**src/rtl/alu_issue_ctrl.sv**
```systemverilog
// ----------------------------------------------------------------------------
// alu_issue_ctrl
//
// Execute-stage sequencer that drives an external combinational ALU.
// Accepts one decoded instruction from the IDU (valid/ready), latches its
// operands, presents them to the ALU for one cycle, captures the ALU result
// and offers the registered writeback bundle to the WBU (valid/ready).
//
// ALU opcode encoding (forwarded unchanged):
//   00 add, 01 pass-B, 10 add-and-clear-bit0, 11 subtract
//
// Ports:
//   clk, rst_n          clock (rising edge), synchronous active-low reset
//   in_valid/in_ready   IDU handshake
//   in_pc, in_rs1/2     instruction PC and register source values
//   in_imm              sign-extended immediate
//   in_opa_sel          0: A=rs1, 1: A=pc
//   in_opb_sel          0: B=rs2, 1: B=imm
//   in_alu_op           ALU opcode
//   in_rd, in_wen       destination index and write enable
//   in_link             writeback value is pc+4 (jal/jalr)
//   alu_a/alu_b/alu_op  ALU operand/opcode drive (zero outside EXEC)
//   alu_out             combinational ALU result
//   out_valid/out_ready WBU handshake
//   out_result          writeback value
//   out_target          raw ALU result (jump target / address)
//   out_zero            ALU result was zero at capture
//   out_rd, out_wen     destination index, write enable (0 when rd==0)
//
// Optional feature (macro ALU_ISSUE_PERF_EN):
//   perf_ops   [31:0]   +1 per output handshake
//   perf_stall [31:0]   +1 per cycle with out_valid && !out_ready
// ----------------------------------------------------------------------------
module alu_issue_ctrl #(
  parameter int WIDTH = 32
) (
  input  logic             clk,
  input  logic             rst_n,
  input  logic             in_valid,
  output logic             in_ready,
  input  logic [WIDTH-1:0] in_pc,
  input  logic [WIDTH-1:0] in_rs1,
  input  logic [WIDTH-1:0] in_rs2,
  input  logic [WIDTH-1:0] in_imm,
  input  logic             in_opa_sel,
  input  logic             in_opb_sel,
  input  logic [1:0]       in_alu_op,
  input  logic [4:0]       in_rd,
  input  logic             in_wen,
  input  logic             in_link,
  output logic [WIDTH-1:0] alu_a,
  output logic [WIDTH-1:0] alu_b,
  output logic [1:0]       alu_op,
  input  logic [WIDTH-1:0] alu_out,
  output logic             out_valid,
  input  logic             out_ready,
  output logic [WIDTH-1:0] out_result,
  output logic [WIDTH-1:0] out_target,
  output logic             out_zero,
  output logic [4:0]       out_rd,
  output logic             out_wen
`ifdef ALU_ISSUE_PERF_EN
  ,
  output logic [31:0]      perf_ops,
  output logic [31:0]      perf_stall
`endif
);

  typedef enum logic [1:0] {
    S_IDLE = 2'd0,
    S_EXEC = 2'd1,
    S_DONE = 2'd2
  } state_t;

  state_t state_q, state_d;

  logic fire_in;
  logic fire_out;

  // Link address: pc+4, wrapping modulo 2^WIDTH.
  function automatic logic [WIDTH-1:0] link_addr(input logic [WIDTH-1:0] pc);
    return pc + WIDTH'(4);
  endfunction

  // Operand latch stage
  logic [WIDTH-1:0] a_p0;
  logic [WIDTH-1:0] b_p0;
  logic [1:0]       op_p0;
  logic [WIDTH-1:0] pc_p0;
  logic             link_p0;
  logic [4:0]       rd_p0;
  logic             wen_p0;

  // Result capture stage
  logic [WIDTH-1:0] result_p1;
  logic [WIDTH-1:0] target_p1;
  logic             zero_p1;
  logic [4:0]       rd_p1;
  logic             wen_p1;

  always_comb begin
    in_ready  = (state_q == S_IDLE) || ((state_q == S_DONE) && out_ready);
    out_valid = (state_q == S_DONE);
    fire_in   = in_valid && in_ready;
    fire_out  = out_valid && out_ready;
  end

  always_comb begin
    state_d = state_q;
    unique case (state_q)
      S_IDLE: if (fire_in) state_d = S_EXEC;
      S_EXEC: state_d = S_DONE;
      // A waiting instruction is accepted in the same cycle the result leaves.
      S_DONE: if (out_ready) state_d = in_valid ? S_EXEC : S_IDLE;
      default: state_d = S_IDLE;
    endcase
  end

  always_ff @(posedge clk) begin
    if (!rst_n) state_q <= S_IDLE;
    else        state_q <= state_d;
  end

  // The ALU only sees live operands while the instruction is executing.
  always_comb begin
    alu_a  = '0;
    alu_b  = '0;
    alu_op = 2'b00;
    if (state_q == S_EXEC) begin
      alu_a  = a_p0;
      alu_b  = b_p0;
      alu_op = op_p0;
    end
  end

  always_ff @(posedge clk) begin
    if (!rst_n) begin
      a_p0    <= '0;
      b_p0    <= '0;
      op_p0   <= 2'b00;
      pc_p0   <= '0;
      link_p0 <= 1'b0;
      rd_p0   <= 5'd0;
      wen_p0  <= 1'b0;
    end else if (fire_in) begin
      a_p0    <= in_opa_sel ? in_pc  : in_rs1;
      b_p0    <= in_opb_sel ? in_imm : in_rs2;
      op_p0   <= in_alu_op;
      pc_p0   <= in_pc;
      link_p0 <= in_link;
      rd_p0   <= in_rd;
      wen_p0  <= in_wen;
    end
  end

  // Capture holds its value through DONE, so a stalled result never moves.
  always_ff @(posedge clk) begin
    if (!rst_n) begin
      result_p1 <= '0;
      target_p1 <= '0;
      zero_p1   <= 1'b0;
      rd_p1     <= 5'd0;
      wen_p1    <= 1'b0;
    end else if (state_q == S_EXEC) begin
      result_p1 <= link_p0 ? link_addr(pc_p0) : alu_out;
      target_p1 <= alu_out;
      zero_p1   <= (alu_out == '0);
      rd_p1     <= rd_p0;
      wen_p1    <= wen_p0 && (rd_p0 != 5'd0);
    end
  end

  assign out_result = result_p1;
  assign out_target = target_p1;
  assign out_zero   = zero_p1;
  assign out_rd     = rd_p1;
  assign out_wen    = wen_p1;

`ifdef ALU_ISSUE_PERF_EN
  always_ff @(posedge clk) begin
    if (!rst_n) begin
      perf_ops   <= 32'd0;
      perf_stall <= 32'd0;
    end else begin
      if (fire_out)               perf_ops   <= perf_ops + 32'd1;
      if (out_valid && !out_ready) perf_stall <= perf_stall + 32'd1;
    end
  end
`endif

endmodule

```
**config.mk**
```make
export PLATFORM = sky130hd
export DESIGN_NAME = alu_issue_ctrl
export DESIGN_NICKNAME = d
export VERILOG_FILES = /design/src/rtl/alu_issue_ctrl.sv
export SDC_FILE = /design/constraint.sdc
export NUM_CORES = 1
export LEC_CHECK = 0
export ABC_AREA = 0
export CAP_MARGIN = 20
export CELL_PAD_IN_SITES_DETAIL_PLACEMENT = 0
export CELL_PAD_IN_SITES_GLOBAL_PLACEMENT = 1
export CORE_MARGIN = 2
export CORE_UTILIZATION = 34
export DETAILED_ROUTE_END_ITERATION = 16
export PLACE_DENSITY = 0.82
export SKIP_CTS_REPAIR_TIMING = 1
export SLEW_MARGIN = 5
export SYNTH_ARGS = -nofsm -noshare
export SYNTH_HDL_FRONTEND = slang
export SYNTH_SLANG_ARGS = --single-unit
```
**constraint.sdc**
```tcl
create_clock -name clk -period 4.3 [get_ports clk]
set_clock_uncertainty 0.05 [all_clocks]
set_input_delay 0.43 -clock clk [delete_from_list [all_inputs] [get_ports clk]]
set_output_delay 0.43 -clock clk [all_outputs]
set_load 0.02 [all_outputs]
```
Yosys cells after proc, flatten, opt, wreduce, memory -nomap -nowiden
Cells that the tools add are included.
W data, S select, Z words.
{"block": "word_totals", "word_cells": 36, "output_inout_bits": 139, "input_bits": 175, "register_bits": 178}
{"block": "op_classes", "eq_ne": 4, "muxes": 10, "add_sub_neg": 1, "n_reduce_logical": 8}
{"cell": "$mux W32", "n": 5}
{"cell": "$add A32 B3 Y32 const B", "n": 1}
{"cell": "$logic_not A32 Y1", "n": 1}
{"cell": "$mux W2", "n": 3}
{"cell": "$pmux W2 S3", "n": 1}
{"cell": "$reduce_bool A5 Y1", "n": 1}
{"cell": "$logic_and A1 B1 Y1", "n": 3}
{"cell": "$eq A2 B1 Y1 const B", "n": 1}
{"cell": "$eq A2 B2 Y1 const B", "n": 1}
{"cell": "$logic_not A2 Y1", "n": 1}
{"cell": "$ne A2 B1 Y1 const B", "n": 1}
{"cell": "$ne A2 B2 Y1 const B", "n": 1}
{"cell": "$reduce_and A2 Y1", "n": 1}
{"cell": "$logic_or A1 B1 Y1", "n": 1}
{"cell": "$mux W1", "n": 1}

Logic depth before layout (Yosys ltp)
{"block": "logic_depth", "word_depth": 6, "mapped_depth": 8, "ltp_nobuf": 5}

Least setup slack after synthesis
Ideal clock, no wire load.
{"block": "synth_path", "kind": "register to register", "from": "register pc_p0[2]", "to": "register result_p1[30] (netlist: out_result[30])", "slack_ps": 2126, "period_less_slack_ps": 2174, "t_required_ps": 4159, "t_arrival_ps": 2033, "stages_incl_launch_ff": 7, "path_buffers": 1, "setup_ps": 91, "cell_sequence": "dfxtp_1 ha_1 nand3_1 or4_1 buf_2 or4_1 a311oi_1"}
{"block": "synth_between", "elab_chain_len": 2}
{"element": "start, declared", "line": "89", "rtl": "logic [WIDTH-1:0] pc_p0;"}
{"element": "start signal, assigned", "line": "149", "rtl": "pc_p0 <= in_pc;"}
{"element": "$add A32 B3 Y32", "line": "82", "rtl": "return pc + WIDTH'(4);"}
{"element": "$mux W32", "line": "165", "rtl": "result_p1 <= link_p0 ? link_addr(pc_p0) : alu_out;"}
{"element": "end signal, assigned", "line": "165"}
{"element": "end, declared", "line": "95", "rtl": "logic [WIDTH-1:0] result_p1;"}
No other way between the ends.
A chain may end at the register's enable or synchronous reset.

Worst setup path after layout
{"block": "layout_path", "from": "register state_q[0]", "to": "output port alu_a[19]"}
{"block": "layout_between", "elab_chain_len": 2}
{"element": "start, declared", "line": "75", "rtl": "state_t state_q, state_d;"}
{"element": "start signal, assigned", "line": "121", "rtl": "else state_q <= state_d;"}
{"element": "$eq A2 B1 Y1", "line": "129", "rtl": "if (state_q == S_EXEC) begin"}
{"element": "$mux W32", "line": "129"}
{"element": "end, declared", "line": "51", "rtl": "output logic [WIDTH-1:0] alu_a,"}
No other way between the ends.

==> impl_metrics.ini <==
[power]
combPwrFrac = 0.180
p_per_area_nw_per_um2 = 339
peakVddDrop_mv = 0.209
swShare = 0.281
clockPowerShare = 0.372
seq_power_share = 0.447
p_leak_uw = 0.00438
p_sw_uw = 1150
p_int_uw = 2950

[clocking]
cts-root-buf = clkbuf_16
clk_pin_slew_ns = 0.06
cts_max_level = 4
cts_tree = done
cts_buffers = 17
clk_latency_ns = 0.43
clock-sinks = 178
clockBufferDepth = 2

[timing]
finalSetupViolCount = 0
drv_slew = 0
slew_headroom = 0.302
finalCritPeriodShare = 0.739
min_period_ns = 3.18
rsz0062_at_grt = false
fmax_ghz = 0.315
timing.final.ws_setup_ns = 1.12
finalSetupTns_ns = 0
worst_pin_slew_ns = 1.04
hold_viol = 0

[synth]
ys_ff_latch = 178
syn_inst = 1003
yosysTopAreaCell = dfxtp_1
syn-num-nets = 1179
synth_top_area_frac = 0.436
syn_avg_cell_area_um2 = 8.14
ys_warn_count = 0
synthDistinctLibCells = 43
synthTopCellsByArea = dfxtp_1 (44%), mux2i_1 (8.5%), nand2_1 (8.2%), a211oi_1 (6.6%), a21oi_1 (6.1%)
synth_edf_count = 0
synthArstFlopShare = 0
ys_seq_area_frac = 0.436
netlist_area_um2 = 8170
yosys_most_used_dff = dfxtp_1

[floorplanning]
die_area_um2 = 25300
core-area_um2 = 23500
die_y_um = 159
die_width_um = 159
io_pins = 314
start_util = 0.347
num_rows = 56

[grt]
grt_antenna_before_repair = 0
grt_max_degree = 80
grt_pass1_vias = 7825
grt_pass1_wl_um = 43600
gr-total-overflow = 0
track_usage = 0.215

[worst_hold_path]
hold_path_depth = 2
worstHoldPathType = reg -> reg

[finish]
n_antenna_cell = 0
fillers = 2385
nets = 1443
final_cells = 1598
fin_util = 0.514
ff_latch_area_um2 = 3560
multiInputGateArea_um2 = 4250
layout-drive-gt1-share = 0.0453
area_growth_pct = 48.3

[worst_setup_path]
reg2reg_depth = 4
startpoint_type = flop
cp_top_family = buffers and inverters
cp_num_cells = 4
cp_cell_sequence = nor2b_4 -> buf_4 -> and2_1 -> clkdlybuf4s50_1
path_max_fanout = 32
cp.required_ns = 3.82
crit_arrival_ns = 2.70
worst_path_largest_cell_delay_ns = 0.60
crit_buf_inv = 2
worstSetupEndpointType = primary output
criticalPathCategory = reg -> out
crit_path_top_delay_cell = clkdlybuf4s50_1

[placed_design]
dp_slack_ns = 1.57
place_inst = 1566
hpwl_um = 20200
gp_congestion = 0.817
portBuffers = 313

[flow_run]
maxCapViolCount = 0

[routing]
routed_via_density = 5.05
dr.first_iter.drc_count = 575
dr_total_vias = 8066
wire_per_inst_um = 17.3
wirelength_um = 27600
drtAntennaViolNets = 0
first_pass_iters = 5
drc_errors = 0

[status]
status = finished clean
## synth_stat cells, types with 2 or more instances
cell and instances:
and2_1 69, a31oi_1 4, nand3_1 16, buf_1 8
xnor2_1 8, nor2_1 75, o21a_1 3, o21ai_0 16
o22ai_1 2, and4_1 2, o211ai_1 12, a311oi_1 4
nand2_1 178, mux2i_1 69, or3_1 8, a311o_1 4
a21oi_1 99, inv_1 12, dfxtp_1 178, nor4bb_1 4
or4_1 5, and3_1 12, clkbuf_1 76, nor4_1 14
a31o_2 2, o31a_1 4, o221ai_1 2, a211oi_1 72
a221oi_1 3, nor3_1 15, nand4_1 12, o311ai_0 3
o31ai_1 2
## area by class of cell
class | count | share of cell area
clock buffers | 19 | 0.0366
clock inverters | 12 | 0.0101
inverters | 12 | 0.00413
multi-input cells | 728 | 0.351
flip-flops and latches | 178 | 0.294
well taps | 319 | 0.0330
repair buffers | 330 | 0.271
## power groups by stage
stage	Clock [uW]	Combinational [uW]	Sequential, uW
2_1_floorplan	0	338	1890
3_3_place_gp	0	737	1870
3_5_place_dp	0	742	1870
4_1_cts	1570	745	1830
5_1_grt	1640	808	1850
6_report	1530	739	1830
## flip-flops by register name, indices dropped and copies added, names as in the netlist, 2 cells and up
signal,flops
rd_p0,5
b_p0,32
out_target,32
a_p0,32
out_result,32
pc_p0,32
op_p0,2
out_rd,5
state_q,2
## worst register-to-register path, delay by kind of cell, from the launching register on
kind / cells / cell delay [ns]
and+or+nand+nor: 3 / 1.80
DFF: 1 / 0.43
AOI/OAI and AO/OA: 1 / 0.25
## routing by layer
layer	vias to the layer above	GRT usage	share of wire
met2	281	0.349	0.47
met4	0	0.0541	0.015
met5	-	0	0
li1	4056	-	-
met3	29	0.0677	0.073
met1	3700	0.277	0.45
## stage by stage
stage	power, uW	hold WS (ns)	instance area [um2]
6_report	4100	0.404	12100
5_1_grt	4300	0.419	12100
4_1_cts	4150	0.405	12100
3_5_place_dp	2610	0.395	11500
3_3_place_gp	2600	0.389	11500
2_1_floorplan	2220	0.382	8170
## path summary, 6_finish.rpt
| path | startpoint | end | slack (ns) |
|---|---|---|---|
| max | state_q[0]$_SDFFE_PN0P_ | alu_a[19] | 1.12 |
| min | out_target[27]$_SDFFE_PN0N_ | out_target[27]$_SDFFE_PN0N_ | 0.40 |
| max reg2reg | pc_p0[4]$_SDFFE_PN0P_ | out_result[30]$_SDFFE_PN0N_ | 1.69 |
| min reg2reg | out_target[27]$_SDFFE_PN0N_ | out_target[27]$_SDFFE_PN0N_ | 0.40 |
## cells by family (layout without fill, tap and decap cells)
logic type	Yosys count	after routing	synth area share
AO/OA/AOI/OAI	234	234	0.184
flip-flops	178	178	0.436
AND/OR/NAND/NOR	416	416	0.241
buffers and inverters	97	373	0.0447
adder cells (fa/ha/maj)	1	1	0.00153
XOR/XNOR	8	8	0.00858
multiplexers	69	69	0.0846
## cell usage in the layout (no fill, tap or decap), drive strengths merged, types with 4 or more instances in the layout
cell           synthesis  routed
a211oi                72      72
a21oi                 99      99
a311o                  4       4
a311oi                 4       4
a31oi                  4       4
and2                  70      70
and3                  12      12
buf                    9      19
clkbuf                76      19
clkdlybuf4s50          0     311
dfxtp                178     178
inv                   12      18
mux2i                 69      69
nand2                178     178
nand3                 16      16
nand4                 13      13
nor2                  75      75
nor3                  15      15
nor4                  14      14
nor4bb                 4       4
o211ai                12      12
o21ai                 16      16
o31a                   5       5
or3                    8       8
or4                    5       5
xnor2                  8       8
(Power assumes the default switching activity.)
